--- src/rtl/seg_scan_driver.sv ---
// seg_scan_driver
//   Time-multiplexed driver for an N-digit common-anode seven-segment display.
//   A divider walks the digit slots. Each slot starts with a short dark
//   interval, which stops the previous digit ghosting into the next one.
//   Display data is double buffered so that a frame is never torn:
//   upd captures the inputs into staging, and staging moves to the shadow
//   (displayed) copy only at a frame boundary.
//
// Ports
//   clk         system clock
//   rst_n       asynchronous active-low reset
//   digits      4*NUM_DIGITS nibbles, digit k = digits[4k+3:4k], digit 0 rightmost
//   dp          per-digit decimal point request, 1 = lit
//   blank_mask  per-digit blank, 1 = digit fully dark
//   upd         single-cycle strobe, captures digits/dp/blank_mask
//   segs        segment drive {a,b,c,d,e,f,g}, active-low
//   dp_n        decimal point drive, active-low
//   an          anode select, active-low, one-hot-low when a digit is lit
//   frame_done  one-cycle pulse on the last cycle of each frame
//
// Build option
//   SEG_SCAN_HEX_DECODE_EN : when defined, nibbles 10..15 show A,b,C,d,E,F.
//                            When undefined, those nibbles leave the segments dark.
//
// Slot timing
//   state           | meaning
//   div < BLANK     | slot dark, all anodes off
//   div >= BLANK    | digit idx lit from the shadow copy, unless it is masked

module seg_scan_driver #(
    parameter int NUM_DIGITS   = 4,
    parameter int CLK_DIV      = 100000,
    parameter int BLANK_CYCLES = 1000
) (
    input  logic                    clk,
    input  logic                    rst_n,
    input  logic [4*NUM_DIGITS-1:0] digits,
    input  logic [NUM_DIGITS-1:0]   dp,
    input  logic [NUM_DIGITS-1:0]   blank_mask,
    input  logic                    upd,
    output logic [6:0]              segs,
    output logic                    dp_n,
    output logic [NUM_DIGITS-1:0]   an,
    output logic                    frame_done
);

    localparam int DW = $clog2(CLK_DIV);
    localparam int IW = (NUM_DIGITS > 1) ? $clog2(NUM_DIGITS) : 1;

    logic [DW-1:0]           div, div_next;
    logic [IW-1:0]           idx, idx_next;
    logic                    tc, boundary;

    logic [4*NUM_DIGITS-1:0] stg_digits, sh_digits, sh_digits_next;
    logic [NUM_DIGITS-1:0]   stg_dp, sh_dp, sh_dp_next;
    logic [NUM_DIGITS-1:0]   stg_bm, sh_bm, sh_bm_next;
    logic                    pending, pending_next;

    logic                    in_blank, active;
    logic [3:0]              nibble;
    logic [6:0]              segs_next;
    logic                    dp_n_next;
    logic [NUM_DIGITS-1:0]   an_next;
    logic                    frame_done_next;

    function automatic logic [6:0] decode(input logic [3:0] n);
        logic [6:0] s;
        case (n)
            4'h0: s = 7'b0000001;
            4'h1: s = 7'b1001111;
            4'h2: s = 7'b0010010;
            4'h3: s = 7'b0000110;
            4'h4: s = 7'b1001100;
            4'h5: s = 7'b0100100;
            4'h6: s = 7'b0100000;
            4'h7: s = 7'b0001111;
            4'h8: s = 7'b0000000;
            4'h9: s = 7'b0000100;
`ifdef SEG_SCAN_HEX_DECODE_EN
            4'hA: s = 7'b0001000;
            4'hB: s = 7'b1100000;
            4'hC: s = 7'b0110001;
            4'hD: s = 7'b1000010;
            4'hE: s = 7'b0110000;
            default: s = 7'b0111000;
`else
            default: s = 7'b1111111;
`endif
        endcase
        return s;
    endfunction

    assign tc       = (div == DW'(CLK_DIV - 1));
    assign boundary = tc && (idx == IW'(NUM_DIGITS - 1));

    always_comb begin
        div_next = tc ? '0 : div + DW'(1);
        idx_next = idx;
        if (tc)
            idx_next = (idx == IW'(NUM_DIGITS - 1)) ? '0 : idx + IW'(1);
    end

    // An upd on the boundary edge bypasses staging. Otherwise it would be
    // parked in staging for a whole frame for no benefit.
    always_comb begin
        sh_digits_next = sh_digits;
        sh_dp_next     = sh_dp;
        sh_bm_next     = sh_bm;
        pending_next   = pending;
        if (boundary) begin
            pending_next = 1'b0;
            if (upd) begin
                sh_digits_next = digits;
                sh_dp_next     = dp;
                sh_bm_next     = blank_mask;
            end else if (pending) begin
                sh_digits_next = stg_digits;
                sh_dp_next     = stg_dp;
                sh_bm_next     = stg_bm;
            end
        end else if (upd) begin
            pending_next = 1'b1;
        end
    end

    // Outputs come from next-state values, so they register on the same edge
    // as the counters and there is no one-cycle skew.
    always_comb begin
        in_blank        = (BLANK_CYCLES > 0) && (div_next < DW'(BLANK_CYCLES));
        active          = !in_blank && !sh_bm_next[idx_next];
        nibble          = sh_digits_next[{idx_next, 2'b00} +: 4];
        an_next         = active ? ~(NUM_DIGITS'(1) << idx_next) : '1;
        segs_next       = active ? decode(nibble) : 7'b1111111;
        dp_n_next       = active ? ~sh_dp_next[idx_next] : 1'b1;
        frame_done_next = (idx_next == IW'(NUM_DIGITS - 1)) &&
                          (div_next == DW'(CLK_DIV - 1));
    end

    always_ff @(posedge clk or negedge rst_n) begin
        if (!rst_n) begin
            div        <= '0;
            idx        <= '0;
            stg_digits <= '0;
            stg_dp     <= '0;
            stg_bm     <= '0;
            sh_digits  <= '0;
            sh_dp      <= '0;
            sh_bm      <= '0;
            pending    <= 1'b0;
            an         <= '1;
            segs       <= 7'b1111111;
            dp_n       <= 1'b1;
            frame_done <= 1'b0;
        end else begin
            div        <= div_next;
            idx        <= idx_next;
            if (upd) begin
                stg_digits <= digits;
                stg_dp     <= dp;
                stg_bm     <= blank_mask;
            end
            sh_digits  <= sh_digits_next;
            sh_dp      <= sh_dp_next;
            sh_bm      <= sh_bm_next;
            pending    <= pending_next;
            an         <= an_next;
            segs       <= segs_next;
            dp_n       <= dp_n_next;
            frame_done <= frame_done_next;
        end
    end

endmodule

--- config.mk ---
export PLATFORM = sky130hd
export DESIGN_NAME = seg_scan_driver
export DESIGN_NICKNAME = d
export VERILOG_FILES = /design/src/rtl/seg_scan_driver.sv
export SDC_FILE = /design/constraint.sdc
export NUM_CORES = 1
export LEC_CHECK = 0
export CAP_MARGIN = 30
export CORE_ASPECT_RATIO = 0.7
export CORE_UTILIZATION = 50
export CTS_BUF_LIST = sky130_fd_sc_hd__clkbuf_2
export CTS_CLUSTER_DIAMETER = 60
export DETAILED_ROUTE_END_ITERATION = 10
export GPL_ROUTABILITY_DRIVEN = 0
export PLACE_DENSITY = 0.74
export RECOVER_POWER = 25
export SYNTH_ARGS = -nofsm -noshare
export SYNTH_HDL_FRONTEND = slang
export SYNTH_SLANG_ARGS = --single-unit
--- constraint.sdc ---
create_clock -name clk -period 3.45 [get_ports clk]
set_input_delay 0.69 -clock clk [delete_from_list [all_inputs] [get_ports clk]]
set_output_delay 0.69 -clock clk [all_outputs]
set_load 0.02 [all_outputs]
== Word-level counts from Yosys, hierarchy flattened ==
Memory sizes are Yosys's and may differ from the RTL's.
Cells that the tools add are included.

* Bits in registers: 81
* Memory bits (read-only): 112
* Input bits: 27
* Output and inout port bits: 13
* Word-level logic and storage cells: 53
* Memories kept: 1

{| class="wikitable"
|+ Memory list
! memory !! words !! bits a word !! rd ports !! clocked after memory_dff !! write ports !! RTL line !! text
|-
| (no name shown) || 16 || 7 || 1 || 0 || 0 || 68 || <nowiki>case (n)</nowiki>
|}

* $add $sub $neg: 2
* $lt $le $gt $ge: 2
* Equality and inequality tests: 4
* Shift operators: 2
* Muxes and demuxes: 21
* Bitwise logic cells: 2
* Reductions and logical operators: 6

{| class="wikitable"
|+ Operators with widths
! kind !! number
|-
| $mux 16 || 3
|-
| $eq 17x17->1 const B || 2
|-
| $mux 4 || 7
|-
| $add 17x1->17 const B || 1
|-
| $lt 17x10->1 const B || 1
|-
| $mux 17 || 1
|-
| $shiftx 16x5->4 || 1
|-
| $mux 7 || 1
|-
| $mux 1 || 5
|-
| $bmux 1 s2 || 2
|-
| $eq 2x2->1 const B || 2
|-
| $mux 2 || 2
|-
| $not 4->4 || 1
|-
| $shl 1x2->4 const A || 1
|-
| $logic_and 1x1->1 || 3
|-
| $lt 2x3->1 const B || 1
|-
| $add 2x1->2 const B || 1
|-
| $logic_not 1->1 || 2
|-
| $reduce_bool 2->1 || 1
|-
| $not 1->1 || 1
|}

== Depth between registers and ports, before layout ==
Gate-level depths: netlist of the first run.

* Depth after elaboration: 8
* Gate-level depth with buffers: 17
* Mapped depth without buffers: 14

== Worst setup path before layout of the first run ==
Ideal clock, no wire load.

* Kind: reg-to-reg
* Start: register div[5]
* End: register segs[2]
* Setup time: 80 ps
* Data arrival time: 3183 ps
* Data required time: 3370 ps
* Setup slack: 187 ps
* Stages on the path, launching flop included: 15
* Buffers on the path: 3
* Period minus slack after synthesis: 3263 ps
* Cells stage by stage: dfrtp_1 -> buf_6 -> or4_4 -> nor4_4 -> and3_1 -> buf_4 -> buf_2 -> mux2i_1 -> nand2_1 -> a22oi_1 -> and2_1 -> inv_1 -> ha_1 -> nand2b_1 -> a32oi_2

* Elaborated cells between the ends (all ways): 16
* Those cells by class: 1 x add/sub; 1 x order compare; 1 x eq/ne; 1 x shift; 7 x mux; 4 x reduce/logical; 1 x memory

{| class="wikitable"
|+ RTL lines
! element !! RTL line !! text
|-
| start: declaration || 50 || <nowiki>logic [DW-1:0] div, div_next;</nowiki>
|-
| start signal: assignment || 155 || <nowiki>div <= div_next;</nowiki>
|-
| $eq 17x17->1 || 93 || <nowiki>assign tc = (div == DW'(CLK_DIV - 1));</nowiki>
|-
| $logic_and 1x1->1 || 94 || <nowiki>assign boundary = tc && (idx == IW'(NUM_DIGITS - 1));</nowiki>
|-
| $mux 16 || 110 || <nowiki>if (boundary) begin</nowiki>
|-
| via sh_digits_next[9] || 54 || <nowiki>logic [4*NUM_DIGITS-1:0] stg_digits, sh_digits, sh_digits_next;</nowiki>
|-
| $shiftx 16x5->4 || 131 || <nowiki>nibble = sh_digits_next[{idx_next, 2'b00} +: 4];</nowiki>
|-
| $mem_v2 16x7 || n/a ||
|-
| $mux 7 || 133 || <nowiki>segs_next = active ? decode(nibble) : 7'b1111111;</nowiki>
|-
| via segs_next[2] || 61 || <nowiki>logic [6:0] segs_next;</nowiki>
|-
| end signal: assignment || 167 || <nowiki>segs <= segs_next;</nowiki>
|-
| end: declaration || 41 || <nowiki>output logic [6:0] segs,</nowiki>
|}

The timed path passes the listed nets, and every way through them passes these cells. The select of a mux whose other input is x is not followed.
A chain may end at the register's enable or synchronous reset.

== Worst setup path after layout of the first run ==
* Start: register div[5]
* End: register segs[1]

* Cells in the longest elaborated chain, start to end: 8
* Elaborated cells between the ends (all ways): 16
* Those cells by class: 1 x add/sub; 1 x order compare; 1 x eq/ne; 1 x shift; 7 x mux; 4 x reduce/logical; 1 x memory

{| class="wikitable"
|+ RTL lines
! element !! RTL line
|-
| branches (longest 7 deep; another with $add 17x1->17) || n/a
|-
| $mux 7 * || 133
|-
| via segs_next[1] || 61
|}

Mark *: on every way through the listed nets, which the timed path passes. The select of a mux whose other input is x is not followed.

==> results of run 1 <==
worst max-delay path by stage:
stage / startpoint / end / slack [ns]
finish: div[5] / segs[1] / 0.07
global route: div[5] / segs[1] / -0.09
CTS: div[5] / segs[1] / 0.07
detailed placement: upd / segs[3] / 0.07
global placement: upd / segs[2] / 0.16
floorplan: div[5] / segs[2] / 0.19
sequential cells by signal, indices dropped and copies added, names as in the netlist:
register / flops
pending: 1
sh_bm: 4
div: 17
frame_done: 1
idx: 2
dp_n: 1
stg_dp: 4
segs: 7
an: 4
sh_dp: 4
sh_digits: 16
stg_digits: 16
stg_bm: 4
cells in the final DEF (no fill, tap or decap), drive strengths merged, types with 7 or more instances in the layout:
master	netlist	routed
o21ai	11	11
buf	11	26
a32oi	9	9
mux2i	9	9
dfrtp	69	69
clkbuf	8	14
clkdlybuf4s50	0	38
and2	8	8
nand2	34	34
nor3	11	11
inv	15	15
mux2	33	33
dfstp	12	12
ha	8	8
nand3	22	22
xnor2	8	8
nor2	32	32
a21oi	10	10
nand4	8	8
xor2	7	7
through the flow:
step           instances  setup WS (ns)  instance area [um^2]
2_1_floorplan        391          0.187                  4230
3_3_place_gp         534          0.163                  4830
3_5_place_dp         535         0.0721                  4850
4_1_cts              552         0.0746                  4970
5_1_grt              556        -0.0862                  5010
6_report             556         0.0699                  5010
kinds of logic after synthesis:
logic type	synth area share
DFF	0.483
muxes	0.121
and+or+nand+nor	0.180
buffers and inverters	0.0379
adders and majority gates	0.0237
AOI/OAI and AO/OA	0.123
xor gates and xnor gates	0.0311
Yosys cell counts (9+ instances only):
| master | number | area share |
|---|---|---|
| a21oi_1 | 10 | 0.012 |
| mux2_2 | 31 | 0.083 |
| nor3_1 | 10 | 0.012 |
| nor2_1 | 31 | 0.028 |
| dfrtp_1 | 69 | 0.41 |
| inv_1 | 14 | 0.012 |
| o21ai_0 | 9 | 0.011 |
| nand2_1 | 34 | 0.030 |
| nand3_1 | 21 | 0.025 |
| dfstp_2 | 12 | 0.075 |
| mux2i_1 | 9 | 0.021 |
power by group through the flow:
| stage | clock [W] | combinational [W] | sequential, W |
|---|---|---|---|
| after floorplan | 0 | 0.0000522 | 0.00100 |
| after global placement | 0 | 0.000114 | 0.00101 |
| after detailed placement | 0 | 0.000121 | 0.00101 |
| after CTS | 0.000510 | 0.000123 | 0.000990 |
| after global routing | 0.000554 | 0.000129 | 0.000994 |
| final | 0.000492 | 0.000117 | 0.000990 |
repair_timing:
action / in CTS / in global routing
setup buffers: 0 / 4
endpoints found under the hold margin: 17 / 0
gates resized for setup: 0 / 11
hold buffers: 1 / 0
setup endpoints to repair: 0 / 7
final cells by class:
cell class	count	area [um^2]	share of cell area
Tap cell	101	126	0.0252
Clock inverter	4	47.5	0.00949
Clock buffer	12	60.1	0.0120
Inverter	15	56.3	0.0112
Timing Repair Buffer	67	619	0.124
Multi-Input combinational cell	276	2060	0.411
Sequential cell	81	2040	0.408
worst max-delay path, delay by kind of cell (launching register included):
| kind | cells | cell delay [ns] |
|---|---|---|
| buffers and inverters | 2 | 0.35 |
| AND/OR/NAND/NOR | 4 | 1.40 |
| flip-flops | 1 | 0.44 |
| AO/OA/AOI/OAI | 4 | 1.07 |
metal layers:
metal / wire length, um / vias up / track usage
met2: 4150 / 95 / 0.349
met5: 0 / - / 0
li1: - / 1539 / -
met3: 585 / 10 / 0.0664
met1: 5010 / 1632 / 0.349
met4: 84 / 0 / 0.0581
==> out/metrics.yaml, run 1 <==
status:
  run_status: "complete, but fails checks"
  failed_checks: "design-rule violations, max-capacitance violations, max-slew violations"
worst_setup_path:
  worst-endpoint-required_ns: 3.91
  worst-r2r-setup-slack_ns: 0.07
  rr_worst_depth: 10
  rr_startpoint: "div[5]"
  critical_path.most_common_cell: "buf_4"
  critical_path.startpoint_type: "flop"
  worst-setup-path-type: "reg -> reg"
  cpMaxStageDelayCell: "or4_4"
  timing.rr.end: "segs[1]"
  critical_path.cell_chain: "or4_4, nor4_4, buf_4, nand3_2, and2_2, buf_4, o31ai_2, o211a_1, o21ai_0, a21oi_1"
  crit_path_capture_type: "flop"
  critical_path.max_stage_delay_ns: 0.57
  critical_path_peak_fanout: 8
  timing.critical_path.arrival_ns: 3.84
placement:
  dpl.hpwl_um: 7130
  port-buffer-count: 39
logic_synthesis:
  part_of_the_yosys_area_used_for_sequential_elements: 0.483
  synth_edf_count: 0
  synth.yosys.warnings: 0
  synth_area_um2: 4230
  synth_async_sr_flop_share: 1.00
  synth_cell_type_count: 66
  synth_area_per_cell_um2: 10.8
  synth_ff_type: "dfrtp_1"
  ys_seq_elements: 81
  synthCells: 391
  postSynthNetCount: 426
power_and_ir_drop:
  peakVddDrop_uv: 240
  total_power_w: 0.00160
  power.share.switching: 0.242
  combinationalPowerShare: 0.073
  internal_power_w: 0.00121
  p_leak_nw: 2.22
  power.share.sequential: 0.619
  power.switching_w: 0.000386
  pwr-share-clk: 0.308
  cellPowerDensity_nw_per_um2: 319
min_path:
  min-delay-path-class: "reg -> reg"
  worst_hold_path.endpoint: "sh_digits[7]"
  hold-path-cell-count: 1
  hold_path.startpoint: "sh_digits[7]"
detailed_routing:
  drt-initial-drc-count: 271
  drtAntennaViolNets: 0
  drtPass1Iterations: 8
  route.detailed.wl_per_inst_um: 17.7
  remaining_drc_errors: 2
  wirelength_um: 9830
  via_count: 3276
  via_per_inst: 5.89
cells_and_area:
  layout-area-overhead-vs-synth_pct: 18.5
  post-route-util: 0.623
  layout.nets: 485
  post_route_cells_drive_above_1_share: 0.257
  filler_cell_count: 669
  number_of_antenna_repair_diodes: 0
global_routing:
  gr-usage-all-layers: 0.239
  grt_max_degree: 65
  antenna_found_initial: 0
  globalRoute.totalOverflow: 0
  wire_length_of_the_first_global_routing_pass_um: 16100
  grt_pass1_vias: 3210
timing:
  finalClockSkew_ns: 0.0410
  final.hold.worst_slack_ns: 0.525
  finalCritPeriodShare: 0.980
  period_minus_slack_ns: 3.38
  clock.fmax_ghz: 0.296
  tightestPinTransition_ns: 1.55
  timing.setup.tns_ns: 0
  finalSetupViolations: 0
  hold_viol_final: 0
  maxSlewHeadroom: -0.0365
  slew_violations: 65
floorplan:
  die_y_um: 78.9
  initial_utilization: 0.526
  floorplan.rows: 27
  core_um2: 8040
  floorplan.die.width_um: 112
  fp.dieArea_um2: 8830
  num_ports: 40
cts:
  tritoncts_buffer_count: 9
  cts_tree: "built"
  cts.htree.levels: 3
  cts_buffer_depth: 2
  clock_insertion_delay_worst_skew_ns: 0.57
  register_clock_pin_slew_on_the_reported_worst_setup_and_hold_paths_ns: 0.24
  clock-sinks: 81
  clockRootBuffer: "clkbuf_2"
job:
  maxCapViolCount: 1
(Power assumes the default switching activity.)
==> inputs of run 2 (changes only) <==
--- a/config.mk
+++ b/config.mk
@@ -8,10 +8,10 @@
 export CAP_MARGIN = 30
 export CORE_ASPECT_RATIO = 0.7
-export CORE_UTILIZATION = 50
+export CORE_UTILIZATION = 34
 export CTS_BUF_LIST = sky130_fd_sc_hd__clkbuf_2
 export CTS_CLUSTER_DIAMETER = 60
+export CTS_CLUSTER_SIZE = 8
 export DETAILED_ROUTE_END_ITERATION = 10
 export GPL_ROUTABILITY_DRIVEN = 0
-export PLACE_DENSITY = 0.74
 export RECOVER_POWER = 25
 export SYNTH_ARGS = -nofsm -noshare
==> constraint.sdc (replaced) <==
create_clock -name clk -period 3.45 [get_ports clk]
set_input_delay 0.69 -clock clk [delete_from_list [all_inputs] [get_ports clk]]
set_output_delay 0.69 -clock clk [all_outputs]
set_load 0.1 [all_outputs]
==> out/metrics.yaml, run 2 (synthesis results as in run 1) <==
cts:
  cts_buffer_depth: 2  # unchanged
  clockRootBuffer: "clkbuf_2"
  cts.htree.levels: 3  # unchanged
  register_clock_pin_slew_on_the_reported_worst_setup_and_hold_paths_ns: 0.23  # about the same
  tritoncts_buffer_count: 9  # unchanged
  clock_insertion_delay_worst_skew_ns: 0.55  # -0.02 ns
  cts_tree: "built"
  clock-sinks: 81  # unchanged
global_routing:
  antenna_found_initial: 0  # unchanged
  gr-usage-all-layers: 0.164  # -0.0751
  wire_length_of_the_first_global_routing_pass_um: 15900  # -1.4%
  grt_pass1_vias: 2934  # -8.6%
  grt_max_degree: 72  # +11%
  globalRoute.totalOverflow: 0  # unchanged
timing:
  slew_violations: 72  # +11%
  finalSetupViolations: 0  # unchanged
  timing.setup.tns_ns: 0  # unchanged
  period_minus_slack_ns: 3.26  # -0.115 ns
  maxSlewHeadroom: -0.159  # -0.123
  finalClockSkew_ns: 0.0257  # -0.0153 ns
  clock.fmax_ghz: 0.306  # +3.5%
  tightestPinTransition_ns: 1.74  # +0.185 ns
  finalCritPeriodShare: 0.946  # -0.0335
  hold_viol_final: 0  # unchanged
  unrepaired_setup_endpoints_after_global_routing: "false"
worst_setup_path:
  timing.critical_path.arrival_ns: 3.77  # -0.07 ns
  rr_worst_depth: 10  # unchanged
  critical_path_peak_fanout: 8  # unchanged
  crit_path_capture_type: "flop"
  critical_path.cell_chain: "or4_4, or3_1, o21ai_4, and2_2, mux4_2, inv_1, ha_1, o2111ai_1, o21ai_0, a21oi_1"
  cpMaxStageDelayCell: "or4_4"
  worst-setup-path-type: "reg -> reg"
  critical_path.startpoint_type: "flop"
  critical_path.max_stage_delay_ns: 0.56  # about the same
  worst-endpoint-required_ns: 3.96  # +0.05 ns
detailed_routing:
  via_count: 3144  # -4.0%
  remaining_drc_errors: 0  # -2
  wirelength_um: 9810  # -0.23%
  highest_layer: "met4"
  met3WireLength_um: 562  # -3.9%
  drtAntennaViolNets: 0  # unchanged
  route.detailed.wl_per_inst_um: 16.3  # -8.0%
  met2RoutedLength_um: 3990  # -4.0%
  via_per_inst: 5.21  # -12%
  drt-initial-drc-count: 178  # -34%
  drtPass1Iterations: 4  # -4
  met1_routed_length_um: 5190  # +3.6%
cells_and_area:
  largest_register_ff_count: 17  # unchanged
  finalNonFillerCells: 603  # +8.5%
  layout_commonest_cell: "dfrtp_1"
  layout-area-overhead-vs-synth_pct: 17.1
  layout.nets: 476  # -1.9%
  registers.top_by_ff_count: "div"
  layout_top_registers: "div (17), sh_digits (16), stg_digits (16)"
  finalInstanceArea_um2: 4950  # -1.2%
  number_of_antenna_repair_diodes: 0  # unchanged
  post_route_cells_drive_above_1_share: 0.247  # -0.0105
  layout_common_cells: "dfrtp_1 (66), nand2_1 (34), nor2_1 (31), buf_4 (26)"
floorplan:
  floorplan.die.width_um: 135  # +21%
  num_ports: 40  # unchanged
  fp.dieArea_um2: 12900  # +46%
  floorplan.rows: 33  # +22%
  core_um2: 11900  # +48%
  initial_utilization: 0.355  # -0.170
  die_y_um: 95.3  # +21%
placement:
  port-buffer-count: 39  # unchanged
  placement.cell_area_um2: 4830  # -0.46%
  placed_cells_incl_taps: 585  # +9.3%
  dpl.hpwl_um: 7190  # +0.86%
min_path:
  hold-path-cell-count: 1  # unchanged
  min-delay-path-class: "reg -> reg"
power_and_ir_drop:
  p_leak_nw: 2.15  # -3.0%
  peakVddDrop_uv: 193  # -19%
  cellPowerDensity_nw_per_um2: 324  # +1.5%
status:
  run_status: "complete, but fails checks"
  failed_checks: "max-capacitance violations, max-slew violations"
job:
  maxCapViolCount: 1  # unchanged
run 2: worst paths after layout:
kind / to / start / slack [ns]
worst max-delay path: segs[3] / div[6] / 0.19
worst min-delay path: stg_dp[3] / stg_dp[3] / 0.52
worst max register to register: segs[3] / div[6] / 0.19
worst min register to register: stg_dp[3] / stg_dp[3] / 0.52
max in group asynchronous: div[11] / rst_n / 0.68
min in group asynchronous: stg_digits[7] / rst_n / 0.61
run 2: worst max-delay path: cells and delay by family (launching register included):
family	cells	cell delay (ns)
AO/OA/AOI/OAI	4	0.66
adder cells (fa/ha/maj)	1	0.25
buffers and inverters	1	0.16
flip-flops	1	0.49
multiplexers	1	0.38
AND/OR/NAND/NOR	3	1.29
run 2: power by group:
| part | internal (W) | switching (W) | total, W |
|---|---|---|---|
| registers | 0.000979 | 0.0000101 | 0.000989 |
| logic | 0.0000536 | 0.0000571 | 0.000111 |
| clock network | 0.000170 | 0.000333 | 0.000504 |
| total | 0.00120 | 0.000401 | 0.00160 |
run 2: final cells by class:
cell class / instances / area (um^2)
clock buffers: 10 / 50.0
clock inverters: 6 / 66.3
fillers: 1174 / 6940
inverters: 15 / 56.3
multi-input cells: 276 / 2040
flip-flops and latches: 81 / 2050
well taps: 157 / 196
repair buffers: 58 / 495
run 2: stage by stage:
stage          hold slack (ns)   util  setup WS (ns)  power (W)
3_5_place_dp             0.486  0.406         0.0452    0.00113
5_1_grt                  0.556  0.416         0.0137    0.00168
4_1_cts                  0.431  0.417         0.0291    0.00165
2_1_floorplan            0.394      -          0.187    0.00105
3_3_place_gp             0.483  0.404          0.181    0.00112
6_report                 0.521  0.416          0.185    0.00160
run 2: repair_timing:
item | in CTS | in global routing
pin swaps | 0 | 1
gates cloned | 0 | 0
gates resized for setup | 1 | 8
endpoints found under the hold margin | 8 | 0
setup endpoints to repair | 1 | 7
hold buffers | 1 | 0
buffers inserted | 0 | 1
run 2: layer usage:
| layer | up-vias | global-route usage |
|---|---|---|
| met4 | 0 | 0.0478 |
| li1 | 1523 | - |
| met1 | 1529 | 0.254 |
| met2 | 84 | 0.216 |
| met5 | - | 0 |
| met3 | 8 | 0.0431 |
==> inputs of run 3 (changes only) <==
CTS_BUF_LIST = unset   (was sky130_fd_sc_hd__clkbuf_2)
SLEW_MARGIN = 10   (was unset)
==> out/metrics.yaml, run 3 (synthesis results as in run 1) <==
status:
  run_status: "complete, but fails checks"
  failed_checks: "max-capacitance violations, max-slew violations"
timing:
  slew_violations: 36  # -50%
  finalSetupViolations: 0  # unchanged
  final.setup.worst_slack_ns: 0.172  # -0.0131 ns
  hold_viol_final: 0  # unchanged
  finalCritPeriodShare: 0.950  # +0.00380
  maxSlewHeadroom: -0.358  # -0.198
  finalClockSkew_ns: 0.00809  # -0.0176 ns
  tightestPinTransition_ns: 2.04  # +0.297 ns
  clock.fmax_ghz: 0.305  # -0.40%
  unrepaired_setup_endpoints_after_global_routing: "false"
  timing.setup.tns_ns: 0  # unchanged
  period_minus_slack_ns: 3.28  # +0.0131 ns
cells_and_area:
  post_route_cells_drive_above_1_share: 0.271  # +0.0247
  layout_commonest_cell: "dfrtp_1"
  filler_cell_count: 1140  # -2.9%
  layout.nets: 476  # unchanged
  layout_common_cells: "dfrtp_1 (69), nand2_1 (34), nor2_1 (31), mux2_2 (31), buf_4 (29)"
  layout-area-overhead-vs-synth_pct: 22.1
  layout_top_registers: "div (17), sh_digits (16), stg_digits (16)"
  regArea_um2: 2040  # -0.18%
  post-route-util: 0.434  # +0.0177
  registers.top_by_ff_count: "div"
  multi_input_area_um2: 2050  # +0.49%
  number_of_antenna_repair_diodes: 0  # unchanged
  largest_register_ff_count: 17  # unchanged
min_path:
  min-delay-path-class: "reg -> reg"
  hold-path-cell-count: 1  # unchanged
  worst_hold_path.endpoint: "stg_dp[3]"
  hold_path.startpoint: "stg_dp[3]"
global_routing:
  wire_length_of_the_first_global_routing_pass_um: 15800  # -0.44%
  grt_max_degree: 47  # -35%
  grt_pass1_vias: 2960  # +0.89%
  gr-usage-all-layers: 0.162  # -0.00140
  globalRoute.totalOverflow: 0  # unchanged
  antenna_found_initial: 0  # unchanged
floorplan:
  core_um2: 11900  # unchanged
  num_ports: 40  # unchanged
  fp.dieArea_um2: 12900  # unchanged
  floorplan.die.width_um: 135  # unchanged
  initial_utilization: 0.355  # unchanged
  die_y_um: 95.3  # unchanged
  floorplan.rows: 33  # unchanged
power_and_ir_drop:
  power.share.switching: 0.230  # -0.0198
  pwr-share-clk: 0.451  # +0.137
  combinationalPowerShare: 0.059  # -0.010
  p_leak_nw: 2.25  # +4.5%
  internal_power_w: 0.00155  # +29%
  power.share.sequential: 0.490  # -0.127
  cellPowerDensity_nw_per_um2: 391  # +21%
  peakVddDrop_uv: 211  # +8.9%
  power.switching_w: 0.000464  # +16%
cts:
  clock-sinks: 81  # unchanged
  cts-hold-fix-buffers: 0  # -1
  cts_tree: "built"
  tritoncts_buffer_count: 9  # unchanged
  clock_insertion_delay_worst_skew_ns: 0.34  # -0.21 ns
  clockRootBuffer: "clkbuf_16"
  register_clock_pin_slew_on_the_reported_worst_setup_and_hold_paths_ns: 0.06  # -0.17 ns
  cts.htree.levels: 3  # unchanged
  cts_buffer_depth: 2  # unchanged
detailed_routing:
  route.detailed.wl_per_inst_um: 16.3  # about the same
  drtAntennaViolNets: 0  # unchanged
  wirelength_um: 9810  # about the same
  drt-initial-drc-count: 251  # +41%
  drtPass1Iterations: 4  # unchanged
  via_per_inst: 5.22  # about the same
  via_count: 3145  # +0.032%
  remaining_drc_errors: 0  # unchanged
worst_setup_path:
  worst-r2r-setup-slack_ns: 0.17  # about the same
  timing.rr.end: "segs[3]"
  timing.critical_path.arrival_ns: 3.55  # -0.22 ns
  crit_path_capture_type: "flop"
  worst-endpoint-required_ns: 3.72  # -0.24 ns
  critical_path_peak_fanout: 6  # -2
  worst-setup-path-type: "reg -> reg"
  rr_worst_depth: 12  # +2
  critical_path.startpoint_type: "flop"
  rr_startpoint: "div[6]"
job:
  maxCapViolCount: 1  # unchanged
placement:
  pre_cts_slack_ns: 0.0920  # +0.0468 ns
  dpl.hpwl_um: 7250  # +0.83%
  port-buffer-count: 39  # unchanged
run 3: critical path, stage by stage, from the launching register on:
cell and delay, ns:
dfrtp_1 0.44, or4_4 0.58, nor4_4 0.24, buf_4 0.17
nand3_1 0.17, nand2_1 0.12, nand3_1 0.13, mux4_2 0.54
inv_1 0.15, ha_1 0.25, o2111ai_1 0.12, o21ai_0 0.14
a21oi_1 0.16
run 3: repair_timing:
item / CTS / global route
setup buffers: 0 / 2
gates resized for setup: 0 / 6
endpoints found under the setup margin: 0 / 6
run 3: routing by layer:
layer / global-route usage / wire [um] / vias up
met5: 0 / 0 / -
met1: 0.255 / 5360 / 1554
met3: 0.0399 / 428 / 10
met2: 0.209 / 3920 / 62
li1: - / - / 1519
met4: 0.0524 / 100 / 0
run 3: power by group through the flow:
stage	Clock [W]	Combinational [W]	Sequential (W)
finish	0.000911	0.000119	0.000989
global route	0.000974	0.000132	0.000992
CTS	0.000943	0.000122	0.000989
detailed placement	0	0.000120	0.00101
global placement	0	0.000115	0.00100
floorplan	0	0.0000522	0.00100
run 3: cell type report:
cell class | instances | share of cell area
timing repair buffer | 58 | 0.102
inverter | 15 | 0.0109
tap | 157 | 0.0381
clock buffer | 10 | 0.0463
multi-input combinational | 276 | 0.397
sequential | 81 | 0.396
clock inverter | 6 | 0.0102
run 3: stage by stage:
stage	hold slack (ns)	cells	power (W)	instance area (um^2)
after floorplan	0.394	391	0.00105	4230
after global placement	0.483	584	0.00112	4800
after detailed placement	0.484	585	0.00113	4830
after CTS	0.319	601	0.00205	5120
after global routing	0.519	603	0.00210	5160
final	0.502	603	0.00202	5160
run 3: worst max path at each step:
stage               endpoint  slack [ns]   start
floorplan            segs[2]        0.19  div[5]
global placement     segs[0]        0.18  div[6]
detailed placement   segs[0]        0.09  div[6]
CTS                  segs[0]        0.07  div[6]
global route         segs[3]       0.003  div[6]
finish               segs[3]        0.17  div[6]
